--- config.mk ---
export PLATFORM = sky130hd
export DESIGN_NAME = rhd_spi_cmd_master
export DESIGN_NICKNAME = d
export VERILOG_FILES = /design/src/rtl/rhd_spi_cmd_master_pkg.sv /design/src/rtl/rhd_miso_capture.sv /design/src/rtl/rhd_spi_cmd_master.sv
export SDC_FILE = /design/constraint.sdc
export NUM_CORES = 1
export LEC_CHECK = 0
export ABC_AREA = 0
export CORE_MARGIN = 3
export CORE_UTILIZATION = 55
export DETAILED_ROUTE_END_ITERATION = 8
export PLACE_DENSITY = 0.8
export SLEW_MARGIN = 30
export SYNTH_ARGS = -nofsm -noshare
export SYNTH_HDL_FRONTEND = slang
export SYNTH_SLANG_ARGS = --single-unit
export TNS_END_PERCENT = 5
--- constraint.sdc ---
create_clock -name dataclk -period 6.31 [get_ports dataclk]
set_input_delay 0.631 -clock dataclk [delete_from_list [all_inputs] [get_ports dataclk]]
set_output_delay 0.631 -clock dataclk [all_outputs]
set_load 0.01 [all_outputs]
--- src/rtl/rhd_spi_cmd_master_pkg.sv ---
// Shared constants and state encoding for the RHD2000 SPI command master and its MISO capture.
package rhd_spi_cmd_master_pkg;

  localparam int RHD_WORD_BITS    = 16;
  localparam int RHD_OVERSAMPLE   = 4;
  localparam int RHD_SHIFT_CYCLES = RHD_WORD_BITS * RHD_OVERSAMPLE;
  localparam int RHD_TAIL_SAMPLES = 10;
  localparam int RHD_MISO4X_WIDTH = RHD_SHIFT_CYCLES + RHD_TAIL_SAMPLES;

  typedef enum logic [1:0] {
    ST_IDLE    = 2'd0,
    ST_SHIFT   = 2'd1,
    ST_CS_HIGH = 2'd2
  } spi_state_t;

endpackage

--- src/rtl/rhd_miso_capture.sv ---
// Samples MISO once per dataclk for one word plus its tail, then publishes the 74-sample window
// with a one-cycle valid pulse. Sample k ends up in bit k.
module rhd_miso_capture
  import rhd_spi_cmd_master_pkg::*;
(
  input  logic                        dataclk,
  input  logic                        reset,
  input  logic                        start,
  input  logic                        miso_in,
  output logic [RHD_MISO4X_WIDTH-1:0] miso4x,
  output logic                        miso4x_valid
);

  localparam int              CNT_W    = $clog2(RHD_MISO4X_WIDTH);
  localparam logic [CNT_W-1:0] LAST_CNT = CNT_W'(RHD_MISO4X_WIDTH - 1);

  logic [RHD_MISO4X_WIDTH-1:0] cap_q;
  logic [RHD_MISO4X_WIDTH-1:0] cap_shifted;
  logic [CNT_W-1:0]            cnt_q;
  logic                        active_q;

  assign cap_shifted = {miso_in, cap_q[RHD_MISO4X_WIDTH-1:1]};

  // NOTE: the capture register is reset too, so an aborted word can never leak stale samples.
  always_ff @(posedge dataclk or posedge reset) begin
    if (reset) begin
      cap_q        <= '0;
      cnt_q        <= '0;
      active_q     <= 1'b0;
      miso4x       <= '0;
      miso4x_valid <= 1'b0;
    end else begin
      miso4x_valid <= 1'b0;
      if (start) begin
        active_q <= 1'b1;
        cnt_q    <= '0;
      end else if (active_q) begin
        cap_q <= cap_shifted;
        if (cnt_q == LAST_CNT) begin
          active_q     <= 1'b0;
          miso4x       <= cap_shifted;
          miso4x_valid <= 1'b1;
        end else begin
          cnt_q <= cnt_q + 1'b1;
        end
      end
    end
  end

endmodule

--- src/rtl/rhd_spi_cmd_master.sv ---
// SPI command master for one RHD2000 port: one 16-bit word per transaction, sclk = dataclk/4,
// registered cs_b/sclk/mosi, and a 4x-oversampled MISO window for the DDR phase selector.
module rhd_spi_cmd_master
  import rhd_spi_cmd_master_pkg::*;
#(
  parameter int CS_HIGH_CYCLES = 12
) (
  input  logic                        dataclk,
  input  logic                        reset,
  input  logic [RHD_WORD_BITS-1:0]    cmd_data,
  input  logic                        cmd_valid,
  output logic                        cmd_ready,
  output logic                        cs_b,
  output logic                        sclk,
  output logic                        mosi,
  input  logic                        miso_in,
  output logic [RHD_MISO4X_WIDTH-1:0] miso4x,
  output logic                        miso4x_valid,
  output logic                        busy
);

  localparam int PHASE_W = $clog2(RHD_OVERSAMPLE);
  localparam int BIT_W   = $clog2(RHD_WORD_BITS);
  localparam int GAP_W   = $clog2(CS_HIGH_CYCLES);

  localparam logic [PHASE_W-1:0] LAST_PHASE = PHASE_W'(RHD_OVERSAMPLE - 1);
  localparam logic [PHASE_W-1:0] HIGH_PHASE = PHASE_W'(RHD_OVERSAMPLE / 2);
  localparam logic [BIT_W-1:0]   FIRST_BIT  = BIT_W'(RHD_WORD_BITS - 1);
  localparam logic [GAP_W-1:0]   LAST_GAP   = GAP_W'(CS_HIGH_CYCLES - 1);

  // The capture tail runs into CS_HIGH; a shorter gap would let the next word restart it early.
  if (CS_HIGH_CYCLES < RHD_TAIL_SAMPLES) begin : g_bad_cs_high
    $error("CS_HIGH_CYCLES (%0d) must be >= %0d", CS_HIGH_CYCLES, RHD_TAIL_SAMPLES);
  end

  spi_state_t               state_q, state_d;
  logic [PHASE_W-1:0]       phase_q, phase_d, phase_nxt;
  logic [BIT_W-1:0]         bit_q, bit_d;
  logic [RHD_WORD_BITS-1:0] shreg_q, shreg_d;
  logic [GAP_W-1:0]         gap_q, gap_d;
  logic                     cs_b_d, sclk_d, mosi_d, ready_d;
  logic                     start;

  // NOTE: every always_comb output gets a default first, so no path can infer a latch.
  always_comb begin
    state_d   = state_q;
    phase_d   = phase_q;
    bit_d     = bit_q;
    shreg_d   = shreg_q;
    gap_d     = gap_q;
    cs_b_d    = 1'b1;
    sclk_d    = 1'b0;
    mosi_d    = 1'b0;
    start     = 1'b0;
    phase_nxt = phase_q + 1'b1;

    unique case (state_q)
      ST_IDLE: begin
        if (cmd_valid && cmd_ready) begin
          state_d = ST_SHIFT;
          phase_d = '0;
          bit_d   = FIRST_BIT;
          shreg_d = cmd_data;
          cs_b_d  = 1'b0;
          mosi_d  = cmd_data[RHD_WORD_BITS-1];
          start   = 1'b1;
        end
      end
      ST_SHIFT: begin
        if (phase_q == LAST_PHASE) begin
          if (bit_q == '0) begin
            state_d = ST_CS_HIGH;
            gap_d   = '0;
          end else begin
            phase_d = '0;
            bit_d   = bit_q - 1'b1;
            shreg_d = {shreg_q[RHD_WORD_BITS-2:0], 1'b0};
            cs_b_d  = 1'b0;
            mosi_d  = shreg_q[RHD_WORD_BITS-2];
          end
        end else begin
          phase_d = phase_nxt;
          cs_b_d  = 1'b0;
          mosi_d  = shreg_q[RHD_WORD_BITS-1];
          sclk_d  = (phase_nxt >= HIGH_PHASE);
        end
      end
      ST_CS_HIGH: begin
        if (gap_q == LAST_GAP) state_d = ST_IDLE;
        else                   gap_d   = gap_q + 1'b1;
      end
      default: state_d = ST_IDLE;
    endcase

    ready_d = (state_d == ST_IDLE);
  end

  // NOTE: sequential state uses non-blocking assignments only; outputs are registered here so
  // the asynchronous reset forces cs_b high without waiting for a clock edge.
  always_ff @(posedge dataclk or posedge reset) begin
    if (reset) begin
      state_q   <= ST_IDLE;
      phase_q   <= '0;
      bit_q     <= '0;
      shreg_q   <= '0;
      gap_q     <= '0;
      cs_b      <= 1'b1;
      sclk      <= 1'b0;
      mosi      <= 1'b0;
      cmd_ready <= 1'b0;
    end else begin
      state_q   <= state_d;
      phase_q   <= phase_d;
      bit_q     <= bit_d;
      shreg_q   <= shreg_d;
      gap_q     <= gap_d;
      cs_b      <= cs_b_d;
      sclk      <= sclk_d;
      mosi      <= mosi_d;
      cmd_ready <= ready_d;
    end
  end

  assign busy = (state_q != ST_IDLE);

  rhd_miso_capture u_capture (
    .dataclk      (dataclk),
    .reset        (reset),
    .start        (start),
    .miso_in      (miso_in),
    .miso4x       (miso4x),
    .miso4x_valid (miso4x_valid)
  );

endmodule

Word-level counts from Yosys, hierarchy flattened. Index checks and enable logic that the tools add are counted.

Flip-flop bits (word level): 189. Input bits: 20. Output and inout bits: 80. Word-level logic and storage cells: 88.

$add $sub $neg: 4. $lt $le $gt $ge: 1. Equal/unequal tests: 12. Multiplexer cells: 42. Bitwise logic cells: 1. Reduce and logical (&&, ||, !) cells: 14.

Operators by type and width (number): two-way mux 16 bit (3); one-hot mux 16 bit (2 select lines) (1); two-way mux 4 bit (6); two-way mux 7 bit (3); two-way mux 1 bit (16); one-hot mux 4 bit (2 select lines) (2); two-way mux 2 bit (7); inequality test 2 bit (second input constant) (6); AND reduction 4 bit (2); nonzero test 2 bit (4); adder 7 x 1 -> 7 bit (second input constant) (1); == test 7 bit (second input constant) (1); one-hot mux 2 bit (3 select lines) (1); AND reduction 3 bit (2); adder 4 x 1 -> 4 bit (second input constant) (1); == test 2 bit (second input constant) (2); == test 4 bit (second input constant) (1); logical NOT 2 bit (2); logical NOT 4 bit (1); one-hot mux 1 bit (2 select lines) (2); one-hot mux 2 bit (2 select lines) (1); AND reduction 2 bit (2); subtractor 4 x 1 -> 4 bit (second input constant) (1); inequality test 3 bit (second input constant) (1); 5 further kinds (5).

Longest topological paths before layout. Gate-level depths: netlist of run 1.

Word-level depth: 5. Depth in mapped cells: 7. Gate-level depth less buffers: 5.

Cells and area by module. A second synthesis of run 1 with hierarchy kept.

Cells, all modules: 524. Area, all modules: 7749.9 um^2.

Modules (own cells, without submodules): rhd_miso_capture (instances 1, cells each 361, area an instance 6253.5 um^2, sequential area each 3903.7 um^2); rhd_spi_cmd_master (instances 1, cells each 163, area an instance 1496.4 um^2, sequential area each 802.0 um^2).

Worst setup path before layout of run 1. No wires, ideal clock.

Path type: flip-flop to flip-flop. Start point: reg bit_q[0]. End point: reg gap_q[1]. Setup time: 125 ps. Data arrival time: 1688 ps. Required time: 6185 ps. Path slack: 4497 ps. Cell stages (with the launch flop): 7. Buffers on the path: 1. Clock period less this slack: 1813 ps. Cell sequence: dfrtp_1 inv_1 ha_1 or3b_2 clkbuf_1 o22ai_2 mux2_2.

Word-level cells in the longest chain between the ends: 3.

RTL lines: start, declared (line rhd_spi_cmd_master.sv:38) `logic [BIT_W-1:0] bit_q, bit_d;`; start signal, assigned (line rhd_spi_cmd_master.sv:114) `bit_q <= bit_d;`; logical NOT 4 bit (line rhd_spi_cmd_master.sv:71) `if (bit_q == '0) begin`; inequality test 2 bit (no line); AND reduction 4 bit (no line); end signal, assigned (line rhd_spi_cmd_master.sv:116) `gap_q <= gap_d;`; end, declared (line rhd_spi_cmd_master.sv:40) `logic [GAP_W-1:0] gap_q, gap_d;`.

No other way between the ends. A chain may end at the register's enable or synchronous reset.

Final worst setup path of run 1.
Start point: in cmd_valid. End point: reg u_capture.miso4x[13].

Word-level cells in the longest chain between the ends: 5.

RTL lines: start, declared (line rhd_spi_cmd_master.sv:11) `input logic cmd_valid,`; logical AND 1 bit (line rhd_spi_cmd_master.sv:59) `if (cmd_valid && cmd_ready) begin`; two-way mux 1 bit (line rhd_spi_cmd_master.sv:59); two-way mux 1 bit (line rhd_spi_cmd_master.sv:57) `unique case (state_q)`; NOT 1 bit (no line); AND reduction 3 bit (no line); end signal, assigned (line rhd_miso_capture.sv:41) `miso4x <= cap_shifted;`; end, declared (line rhd_miso_capture.sv:10) `output logic [RHD_MISO4X_WIDTH-1:0] miso4x,`.

No other way between the ends.

==> results.py, run 1 <==
metrics = {
    "timing": {
        "finalCritPeriodShare": 0.495,
        "period_minus_slack_ns": 3.12,
        "drv_slew": 0,
        "hold_violations": 0,
        "skew_ns": 0.00636,
        "worstMarginPinSlew_ns": 0.842,
        "timing.slew.headroom": 0.438,
        "tns_ns": 0,
        "hold_ws_ns": 0.493,
        "finalSetupViolations": 0,
        "max_freq_mhz": 320,
        "rsz0062_at_grt": "false",
    },
    "global_route": {
        "gr-usage-all-layers": 0.174,
        "grt_pass1_vias": 4279,
        "grt_util_met1": 0.231,
        "top_usage_layer": "met2",
        "grt_use_met3": 0.0470,
        "grt_util_met2": 0.278,
        "overflow": 0,
        "grt_max_degree": 74,
        "grt_pass1_wl_um": 20400,
        "antenna_found_initial": 0,
    },
    "pwr": {
        "power_mw": 3.61,
        "leakage_nw": 4.31,
        "peakVddDrop_mv": 0.224,
        "cellPowerDensity_nw_per_um2": 397,
    },
    "clock_tree": {
        "path_clk_slew_ns": 0.06,
        "clkSinkCount": 188,
        "cts_root_buffer": "clkbuf_16",
        "cts_setup_buffers": 0,
        "cts_tree": "yes",
        "cts_resized": 0,
        "hold_buffers": 0,
        "cts_max_level": 4,
        "clk_path_buf_depth": 2,
        "clkLatencyLatePin_ns": 0.42,
        "cts_made_buffers": 17,
    },
    "drt": {
        "totalWireLength_um": 12400,
        "vias_per_cell": 5.42,
        "firstDrtPassIters": 4,
        "wl_per_cell_um": 16.3,
        "ant_nets": 0,
        "vias": 4121,
        "drcViolationCount": 0,
        "drt-initial-drc-count": 275,
    },
    "logic_synthesis": {
        "ys.flop_type": "dfrtp_1",
        "postSynthCellCount": 480,
        "syn-cell-area_um2": 7470,
        "syn-num-nets": 505,
        "yosys.area.top_type_share": 0.626,
        "synth_edf_count": 0,
        "synth_cell_type_count": 47,
        "synth.avg_cell_area_um2": 15.6,
        "yosysWarnings": 0,
        "async_flop_share": 1.00,
        "synth_area_leaders": "dfrtp_1 (63%), mux2_2 (25%), mux2_1 (1.2%)",
        "synth_top_cell_by_area": "dfrtp_1",
        "seq_area_frac_synth": 0.630,
        "synth_seq_cells": 188,
    },
    "cells_and_area": {
        "fin_cells": 761,
        "fin_nets": 604,
        "diodes": 0,
        "fillers": 911,
        "area_growth_pct": 21.7,
        "drive_gt1_frac": 0.358,
    },
    "placed_design": {
        "numPlacedInstances": 732,
        "gp_congestion": 0.842,
        "hpwlAfterDp_um": 8120,
        "port_buffers": 99,
    },
    "critical_path": {
        "end_kind": "register",
        "startpoint_type": "primary input",
        "cp.required_ns": 6.61,
        "cp_max_fo": 38,
        "criticalPathCategory": "in2reg",
        "cp_data_arrival_time_ns": 3.42,
    },
    "floorplan": {
        "ios": 100,
        "die_area_um2": 15000,
        "die_w_um": 123,
        "initial_utilization": 0.578,
        "core_area_um2": 12900,
        "rows": 41,
        "die_h_um": 123,
    },
    "flow_run": {
        "cap_violations": 0,
    },
    "status": {
        "status": "completed",
    },
    "worst_hold_path": {
        "hold_class": "reg2reg",
    },
}
## through the flow
stage	instance area (µm²)	setup WS (ns)	utilization
after floorplan	7470	0.567	-
after global placement	8560	2.94	0.662
after detailed placement	8560	2.82	0.662
after CTS	9080	3.30	0.703
after global routing	9090	3.04	0.704
final	9090	3.19	0.704
## Yosys cell counts, drive strengths merged, types with 4 or more instances
cell,number
nand2b,4
a21oi,5
mux2i,4
or3,4
o21ai,6
buf,18
mux2,177
ha,5
nor2,9
dfrtp,187
inv,9
clkbuf,4
nand2,10
## cells in the final DEF, fill, tap and decap left out, types with 6 or more instances in the layout
cell / count
dfrtp_1: 187
mux2_2: 169
clkdlybuf4s50_1: 99
clkbuf_16: 17
nor2_1: 9
nand2_1: 9
inv_1: 8
mux2_1: 8
clkinv_2: 6
## power breakdown
group / switching, mW / internal [mW]
clock network: 0.413 / 0.542
logic: 0.393 / 0.565
registers: 0.200 / 1.50
## sequential cells by signal (all words and copies together), names as in the netlist, 2 cells and up
register	flops
u_capture.cnt_q	7
gap_q	4
state_q	2
u_capture.miso4x	74
u_capture.cap_q	73
bit_q	4
phase_q	2
shreg_q	16
## layer usage
metal | part of all wire | vias up
li1 | - | 1899
met1 | 0.45 | 2122
met2 | 0.50 | 85
met3 | 0.041 | 15
met4 | 0.014 | 0
met5 | 0 | -
## logic make-up (layout without fill, tap and decap cells)
logic type / count (synthesis) / in the layout / synth area share
multiplexers: 181 / 181 / 0.272
adder cells (fa/ha/maj): 5 / 5 / 0.00837
XOR/XNOR: 2 / 2 / 0.00234
AO/OA/AOI/OAI: 24 / 24 / 0.0226
flip-flops: 188 / 188 / 0.630
buffers and inverters: 31 / 140 / 0.0246
AND/OR/NAND/NOR: 49 / 49 / 0.0402
## area by class of cell
| class | instances | area, µm² | area share |
|---|---|---|---|
| inverters | 9 | 38.8 | 0.00426 |
| well taps | 172 | 215 | 0.0237 |
| multi-input cells | 261 | 2600 | 0.285 |
| repair buffers | 102 | 1020 | 0.112 |
| clock inverters | 9 | 75.1 | 0.00825 |
| flip-flops and latches | 188 | 4710 | 0.517 |
| clock buffers | 20 | 447 | 0.0491 |
## path summary, 6_finish.rpt
| path | startpoint | endpoint | slack (ns) | cells after the start |
|---|---|---|---|---|
| hold / removal | u_capture.miso4x[46] | u_capture.miso4x[46] | 0.49 | 1 |
| setup reg to reg | state_q[1] | u_capture.miso4x[13] | 3.28 | 4 |
| min in group asynchronous | reset | u_capture.miso4x[3] | 0.68 | 2 |
| max in group asynchronous | reset | u_capture.cap_q[8] | 4.59 | 3 |
| hold reg to reg | u_capture.miso4x[46] | u_capture.miso4x[46] | 0.49 | 1 |
| setup / recovery | cmd_valid | u_capture.miso4x[13] | 3.19 | 5 |
## worst max-delay path, stage by stage
cell	delay (ns)
clkdlybuf4s50_1	0.47
nand4bb_1	0.58
nand4_4	0.77
buf_4	0.54
mux2_2	0.40
Note: power is estimated with default switching activity, not from simulation.
==> run 2, diff against run 1 <==
- clock period: 6.31 -> 3.3 ns (I/O delays scaled with it)
==> run 2 against run 1 <==
Net effect:
- combinational power is 94% higher
- via count is 0.63% lower
- global-route usage is 0.93 points higher
- sequential power is 91% higher
- final area is 1.2% higher
- total power is 97% higher
- register-to-register slack worse by 2.4 ns
- worst setup slack worse by 2.3 ns
- sequential share of layout area is 0.63 points lower
- die area stayed put
- wire length is 2.4% higher
- critical path type is now reg2reg
==> results.py, run 2 (synthesis gave the netlist of run 1 again) <==
metrics = {
    "drt": {
        "wl_per_cell_um": 16.6,
        "drt-initial-drc-count": 269,
        "ant_nets": 0,
        "vias": 4095,
        "totalWireLength_um": 12700,
        "firstDrtPassIters": 4,
        "drcViolationCount": 0,
        "wl_met1_um": 5750,
        "wl_met3_um": 468,
        "vias_per_cell": 5.34,
        "wl_met2_um": 6320,
        "highest_layer": "met4",
    },
    "pwr": {
        "leakage_nw": 4.36,
        "power_mw": 7.12,
        "cellPowerDensity_nw_per_um2": 773,
        "peakVddDrop_mv": 0.403,
    },
    "critical_path": {
        "reg2reg_to": "u_capture.miso4x[66]",
        "cp_data_arrival_time_ns": 2.69,
        "crit_path_end": "u_capture.miso4x[66]",
        "startpoint_type": "register",
        "reg2reg_depth": 4,
        "cp-startpoint": "state_q[1]",
        "end_kind": "register",
        "cp.required_ns": 3.60,
        "cp_max_fo": 42,
        "criticalPathCategory": "reg2reg",
        "r2r_start": "state_q[1]",
        "rrSetupSlack_ns": 0.91,
    },
    "cells_and_area": {
        "final_common_cell": "dfrtp_1",
        "fin_nets": 607,
        "fin_cells": 767,
        "diodes": 0,
        "stdcell_area_um2": 9210,
        "largest_register_ffs": 74,
        "layout_common_cells": "dfrtp_1 (187), mux2_2 (169), clkdlybuf4s50_1 (99)",
        "drive_gt1_frac": 0.365,
        "largestRegisters": "u_capture.miso4x (74), u_capture.cap_q (73), shreg_q (16)",
        "area_growth_pct": 23.2,
        "utilization": 0.712,
        "largest-register": "u_capture.miso4x",
    },
    "timing": {
        "final.setup.worst_slack_ns": 0.913,
        "worstMarginPinSlew_ns": 0.848,
        "skew_ns": 0.00570,
        "timing.slew.headroom": 0.435,
        "max_freq_mhz": 419,
        "hold_ws_ns": 0.160,
        "finalCritPeriodShare": 0.723,
        "drv_slew": 0,
        "period_minus_slack_ns": 2.39,
        "rsz0062_at_grt": "false",
        "finalSetupViolations": 0,
        "tns_ns": 0,
        "hold_violations": 0,
    },
    "placed_design": {
        "post_dp_cell_area_um2": 8620,
        "numPlacedInstances": 735,
        "port_buffers": 99,
        "pre_cts_slack_ns": 0.680,
        "gp_congestion": 0.799,
        "hpwlAfterDp_um": 8170,
    },
    "status": {
        "status": "completed",
    },
    "clock_tree": {
        "clk_path_buf_depth": 2,
        "path_clk_slew_ns": 0.06,
        "cts_made_buffers": 17,
        "cts_max_level": 4,
        "clkLatencyLatePin_ns": 0.42,
        "cts_resized": 0,
        "cts_tree": "yes",
        "cts_root_buffer": "clkbuf_16",
        "clkSinkCount": 188,
        "cts_setup_buffers": 0,
        "hold_buffers": 0,
    },
    "worst_hold_path": {
        "hold_class": "in2async",
    },
    "floorplan": {
        "die_w_um": 123,
        "core_area_um2": 12900,
        "rows": 41,
        "die_area_um2": 15000,
        "initial_utilization": 0.578,
        "ios": 100,
        "die_h_um": 123,
    },
    "global_route": {
        "antenna_found_initial": 0,
        "grt_max_degree": 94,
        "grt_pass1_vias": 4387,
        "grt_pass1_wl_um": 21500,
        "overflow": 0,
        "gr-usage-all-layers": 0.184,
    },
    "flow_run": {
        "cap_violations": 0,
    },
}
-- run 2: layer usage --
layer  track usage  vias up
met2         0.292       74
met3        0.0530       14
met1         0.245     2099
met4        0.0616        0
li1              -     1908
met5             0        -
-- run 2: where the power goes --
part | switching [mW] | internal (mW)
Combinational | 0.761 | 1.10
Sequential | 0.386 | 2.86
Clock | 0.830 | 1.18
-- run 2: area by class of cell --
class / instances / area, µm²
multi-input combinational: 261 / 2590
fill: 899 / 3720
sequential: 188 / 4710
clock buffer: 22 / 474
timing repair buffer: 105 / 1070
tap: 172 / 215
inverter: 9 / 37.5
clock inverter: 10 / 114
-- run 2: worst max-delay path, stage by stage (launching register included) --
cell	delay [ns]
dfrtp_1	0.47
nand4bb_1	0.63
nand4_4	0.27
buf_4	0.48
mux2_2	0.40
-- run 2: worst min-delay path by stage --
stage | start | endpoint | slack (ns) | cells past startpoint
after floorplan | cmd_data[0] | shreg_q[0] | 0.45 | 2
after global placement | u_capture.miso4x[4] | u_capture.miso4x[4] | 0.48 | 1
after detailed placement | u_capture.miso4x[47] | u_capture.miso4x[47] | 0.48 | 1
after CTS | reset | sclk | 0.14 | 2
after global routing | reset | sclk | 0.16 | 2
final | reset | sclk | 0.16 | 2
